--- src/rtl/mac_pkg.sv ---
// rtl/mac_pkg.sv - shared widths and constants for the 3x3 MAC pipeline
package mac_pkg;

    localparam int PIX_W  = 8;
    localparam int KER_W  = 4;
    localparam int ZP_W   = 9;
    localparam int Q_W    = 9;
    localparam int OUT_W  = 16;
    localparam int SUM_W  = 17;
    localparam int TAPS   = 9;

    // (pixel - zero_point) spans -511..255 (ZP_W+1 bits); times a 4-bit weight
    localparam int PROD_W = ZP_W + 1 + KER_W;

    // |S| * q before the rounding shift
    localparam int MUL_W  = SUM_W + Q_W;

    localparam logic [OUT_W-2:0] MAX_MAG = 15'd32767;

endpackage

--- src/rtl/mac_pe.sv ---
// rtl/mac_pe.sv - one signed tap product (pixel - zero_point) * weight
//
// Ports:
//   pix  - unsigned pixel
//   zp   - unsigned pixel zero-point
//   ker  - two's-complement weight (-8..7)
//   prod - exact signed product
module mac_pe
    import mac_pkg::*;
(
    input  logic        [PIX_W-1:0]  pix,
    input  logic        [ZP_W-1:0]   zp,
    input  logic signed [KER_W-1:0]  ker,
    output logic signed [PROD_W-1:0] prod
);

    logic signed [ZP_W:0] diff;

    assign diff = $signed({2'b00, pix}) - $signed({1'b0, zp});
    assign prod = PROD_W'(diff) * PROD_W'(ker);

endmodule

--- src/rtl/mac.sv ---
// rtl/mac.sv - 3-stage 3x3 multiply-accumulate with Q4 scaling and sign-magnitude output
//
// Ports:
//   clk, rstn           - clock, synchronous active-low reset
//   i_inhibit           - holds every pipeline register, masks o_valid
//   i_valid             - current window valid
//   i_q                 - unsigned output scale, Q4 (16 = 1.0)
//   zero_vector         - unsigned pixel zero-point
//   i_im1..i_im9        - unsigned pixels, row-major
//   i_ker1..i_ker9      - two's-complement weights, same order
//   o_valid, o_conv     - result strobe and sign-magnitude result
//   o_transistor_num    - TRANS_EST when MAC_TRANSISTOR_COUNT_EN is defined, else 0
module mac
    import mac_pkg::*;
#(
    parameter logic [50:0] TRANS_EST = 51'd120000
)
(
    input  logic             clk,
    input  logic             rstn,
    input  logic             i_inhibit,
    input  logic             i_valid,
    input  logic [Q_W-1:0]   i_q,
    input  logic [ZP_W-1:0]  zero_vector,
    input  logic [PIX_W-1:0] i_im1, i_im2, i_im3, i_im4, i_im5, i_im6, i_im7, i_im8, i_im9,
    input  logic [KER_W-1:0] i_ker1, i_ker2, i_ker3, i_ker4, i_ker5, i_ker6, i_ker7, i_ker8, i_ker9,
    output logic             o_valid,
    output logic [OUT_W-1:0] o_conv,
    output logic [50:0]      o_transistor_num
);

    logic        [PIX_W-1:0]  im      [TAPS];
    logic signed [KER_W-1:0]  ker     [TAPS];
    logic signed [PROD_W-1:0] prod_c  [TAPS];
    logic signed [PROD_W-1:0] prod_q  [TAPS];

    logic                     v1, v2, v3;
    logic        [Q_W-1:0]    q1, q2;
    logic signed [SUM_W-1:0]  sum_c, sum_q;
    logic        [SUM_W-1:0]  abs_s;
    logic        [MUL_W-1:0]  scaled, shifted;
    logic        [OUT_W-2:0]  mag;
    logic        [OUT_W-1:0]  conv_c, conv_q;

    assign im  = '{i_im1, i_im2, i_im3, i_im4, i_im5, i_im6, i_im7, i_im8, i_im9};
    assign ker = '{i_ker1, i_ker2, i_ker3, i_ker4, i_ker5, i_ker6, i_ker7, i_ker8, i_ker9};

    for (genvar k = 0; k < TAPS; k++) begin : g_pe
        mac_pe u_pe (
            .pix  (im[k]),
            .zp   (zero_vector),
            .ker  (ker[k]),
            .prod (prod_c[k])
        );
    end

    always_comb begin
        sum_c = '0;
        for (int k = 0; k < TAPS; k++) begin
            sum_c = sum_c + {{(SUM_W-PROD_W){prod_q[k][PROD_W-1]}}, prod_q[k]};
        end
    end

    // Scale travels with its window so a q change never mixes with older data.
    always_comb begin
        abs_s   = sum_q[SUM_W-1] ? -sum_q : sum_q;
        scaled  = {{Q_W{1'b0}}, abs_s} * {{SUM_W{1'b0}}, q2};
        shifted = (scaled + MUL_W'(8)) >> 4;
        mag     = (shifted > MUL_W'(MAX_MAG)) ? MAX_MAG : shifted[OUT_W-2:0];
        // Sign only when the rounded magnitude survives: no negative zero.
        conv_c  = {sum_q[SUM_W-1] && (mag != '0), mag};
    end

    always_ff @(posedge clk) begin
        if (!rstn) begin
            v1     <= 1'b0;
            v2     <= 1'b0;
            v3     <= 1'b0;
            q1     <= '0;
            q2     <= '0;
            sum_q  <= '0;
            conv_q <= '0;
            for (int k = 0; k < TAPS; k++) prod_q[k] <= '0;
        end else if (!i_inhibit) begin
            v1     <= i_valid;
            q1     <= i_q;
            for (int k = 0; k < TAPS; k++) prod_q[k] <= prod_c[k];
            v2     <= v1;
            q2     <= q1;
            sum_q  <= sum_c;
            v3     <= v2;
            // Only valid windows update the output, so it holds between results.
            if (v2) conv_q <= conv_c;
        end
    end

    assign o_valid = v3 && !i_inhibit;
    assign o_conv  = conv_q;

`ifdef MAC_TRANSISTOR_COUNT_EN
    assign o_transistor_num = TRANS_EST;
`else
    // Masked to zero; the parameter stays referenced in both builds.
    assign o_transistor_num = TRANS_EST & 51'd0;
`endif

endmodule

--- config.mk ---
export PLATFORM = sky130hd
export DESIGN_NAME = mac
export DESIGN_NICKNAME = d
export VERILOG_FILES = /design/src/rtl/mac_pkg.sv /design/src/rtl/mac_pe.sv /design/src/rtl/mac.sv
export SDC_FILE = /design/constraint.sdc
export NUM_CORES = 2
export LEC_CHECK = 0
export BUFFER_PORTS_ARGS = -buffer_cell sky130_fd_sc_hd__buf_2
export CORE_MARGIN = 2
export CORE_UTILIZATION = 30
export CTS_CLUSTER_DIAMETER = 150
export DETAILED_ROUTE_END_ITERATION = 12
export HOLD_SLACK_MARGIN = 0.06
export PLACE_DENSITY_LB_ADDON = 0.05
export SLEW_MARGIN = 20
export SYNTH_ARGS = -nofsm -noshare
export SYNTH_HDL_FRONTEND = slang
export SYNTH_SLANG_ARGS = --single-unit
--- constraint.sdc ---
create_clock -name clk -period 8.4 [get_ports clk]
set_input_delay 1.26 -clock clk [delete_from_list [all_inputs] [get_ports clk]]
set_output_delay 1.26 -clock clk [all_outputs]
set_load 0.05 [all_outputs]
==> metrics.cfg <==
[timing]
tns_ps=0
fmax_mhz=143
fin_crit_ps=6970
slew_violations=0
holdWs_ps=513
skew_ps=13.9
setup_viol=0
min_period_over_period=0.830
worst_pin_slew_ps=1020
final-hold-violation-count=0
rsz0062_at_grt=false
timing.slew.headroom=0.321

[synth]
yosysTopAreaCell=fa_1
yosysTopAreaCellShare=0.274
async_flop_share=0
syn-cell-area_um2=29400
synth-edff-count=126
synthTopCellsByArea=fa_1 (27%), ha_1 (15%), edfxtp_1 (13%)
synth_cell_type_count=71
seq_area_frac_synth=0.165
syn-mean-instance-area_um2=9.08
syn_inst=3243
yosys_warnings=0
synth_flop_cell=edfxtp_1
synth_seq_cells=180

[clocking]
ctsHoldBuffers=0
clkSinkCount=180
numCtsBuffers=17
cts_resized=0
tritoncts=built
clock-root-buffer=clkbuf_16
cts.path.max_buffers=2
path_clk_slew_ps=70
clk_latency_ps=480
cts_setup_buffers=0
cts-htree-levels=4

[routing]
drt_pass1_iterations=5
initialDrtViolationCount=777
drtAntennaViolNets=0
vias_per_cell=4.64
wl_um=79400
avgRoutedWirePerCell_um=17.1
drc_errors=0
num_vias=21491

[floorplan]
die_y_um=317
initial_core_util=0.304
die-width_um=317
boundaryPins=198
rows=114
core_um2=97000
dieArea_um2=101000

[setup_path]
crit_required_ps=8740
cp_max_fo=16
crit_family=adder cells
critPathSlowestCell=xnor2_1
critPathArrivalTime_ps=7320
worst_path_largest_cell_delay_ps=770
cp_num_buf_inv=4
setup.worst_path.class=flip-flop to flip-flop
start_kind=flip-flop
end_kind=flip-flop

[job]
maxCapViolCount=0

[pwr]
power-per-cell-area_nw_per_um2=391
p_leak_nw=15.9
ir_drop_mv=0.622

[global_routing]
grt_overflow=0
track_usage=0.164
grt_pass1_vias=23110
grt_max_degree=69
grt_pass1_wl_um=128000
antenna_found_initial=2

[final_layout]
drive_above_1_share=0.0700
antenna_cells=0
fin_nets=4231
area_growth_pct=8.78

[placement]
port_buffers=146
gp_congestion=0.783
dpl.hpwl_um=67000

[run_status]
status=complete, no violations

[worst_hold_path]
hp-class=flip-flop to flip-flop

sequential cells by signal, summed over array words and instances, names as in the netlist:
name	cells
v2	1
q2	9
o_conv	16
sum_q	17
v1	1
q1	9
prod_q	126
v3	1
final timing paths:
check | end | cells past startpoint | from | slack (ps)
setup / recovery | o_conv[8] | 25 | sum_q[0] | 1430
hold / removal | v3 | 2 | v3 | 510
setup reg to reg | o_conv[8] | 25 | sum_q[0] | 1430
hold reg to reg | v3 | 2 | v3 | 510
report_power, final:
group | internal [W] | total, W | switching (W)
Clock | 0.000428 | 0.000834 | 0.000406
Sequential | 0.00124 | 0.00145 | 0.000212
Combinational | 0.00434 | 0.0102 | 0.00588
per-layer routing:
| metal | share of wire | wire length, µm | up-vias | GRT usage |
|---|---|---|---|---|
| li1 | - | - | 10485 | - |
| met1 | 0.46 | 36500 | 10722 | 0.213 |
| met2 | 0.51 | 40400 | 245 | 0.297 |
| met3 | 0.020 | 1630 | 39 | 0.0153 |
| met4 | 0.011 | 879 | 0 | 0.0267 |
| met5 | 0 | 0 | - | 0 |
cell usage in the layout, fill, tap and decap left out, drive strengths merged, types with 2 or more instances in the layout:
cell type  synthesis  routed
nor2b             80      80
nor2             133     133
nand2            318     318
fa               403     403
o211ai            12      12
a211oi             3       3
a31oi             23      23
inv              596     603
a221oi             2       2
o21ai            155     155
a211o             10      10
buf               57     164
dfxtp             54      54
clkbuf            74      18
o21a              19      19
clkinv             0       5
conb               1      51
o31ai             18      18
nand3             13      13
o21bai            19      19
xor2              51      51
edfxtp           126     126
or3                6       6
nor3              62      62
a21o              17      17
ha               353     353
a41o               2       2
o41ai              9       9
nor3b              5       5
and2             215     215
o2111ai           10      10
nor4               6       6
mux2i             28      28
a21boi            36      36
or2               17      17
and3              13      13
a21oi            120     120
nand4              9       9
xnor2             91      91
nand2b            62      62
worst register-to-register path, stage by stage, from the launching register on:
cell and delay (ps):
dfxtp_1 620, inv_1 90, ha_1 210, nor2b_1 160
nand2_1 100, o21ai_0 100, xnor2_1 770, nand2_1 180
fa_1 580, inv_1 60, fa_1 490, fa_1 490
inv_1 60, fa_1 530, inv_1 40, ha_1 360
a21oi_1 290, o21ai_0 120, a31oi_1 230, o21a_1 150
o31ai_2 80, a221oi_2 250, mux2i_1 210, nand4_1 160
nor2_4 370, a31oi_1 160
synthesized netlist by cell type, types with 9 or more instances:
master,count
nand2b_1,62
dfxtp_1,54
inv_1,595
nand3_1,13
o211ai_1,11
nor2b_1,80
o21a_1,18
and2_1,215
and3_1,13
clkbuf_1,74
nand4_1,9
nor3_1,61
a21oi_1,118
xor2_1,50
a211o_1,10
fa_1,403
o21ai_0,138
buf_4,51
a21o_1,17
o31ai_1,16
a21boi_0,30
xnor2_1,91
edfxtp_1,126
o21ai_1,15
mux2i_1,28
o41ai_1,9
a31oi_1,23
o21bai_1,19
nor2_1,132
ha_1,353
nand2_1,318
o2111ai_1,10
or2_2,16
per-stage QoR:
| stage | power [W] | cell area (µm²) | setup slack [ps] | std cells | utilization |
|---|---|---|---|---|---|
| after floorplan | 0.00919 | 29600 | 2100 | 3293 | - |
| after detailed placement | 0.0118 | 31400 | 985 | 4602 | 0.324 |
| after global routing | 0.0144 | 32000 | 841 | 4634 | 0.330 |
| after global placement | 0.0117 | 31400 | 913 | 4602 | 0.324 |
| after CTS | 0.0127 | 32000 | 1360 | 4634 | 0.330 |
| final | 0.0125 | 32000 | 1430 | 4634 | 0.330 |
final cells by class:
class / count / area [µm²]
clock inverter: 14 / 178
clock buffer: 18 / 429
inverter: 596 / 2240
fill: 10187 / 65000
sequential: 180 / 4860
multi-input combinational: 2386 / 21800
timing repair buffer: 164 / 866
tap: 1276 / 1600
logic make-up (layout without fill, tap and decap cells):
group / count (synthesis) / in the layout / synth area share
AOI/OAI and AO/OA: 466 / 466 / 0.0989
xor gates and xnor gates: 142 / 142 / 0.0425
and+or+nand+nor: 943 / 943 / 0.160
muxes: 28 / 28 / 0.00952
other: 1 / 51 / 0.000127
buffers and inverters: 727 / 792 / 0.0996
DFF: 180 / 180 / 0.165
adders and majority gates: 756 / 756 / 0.424
(Power assumes the default switching activity.)
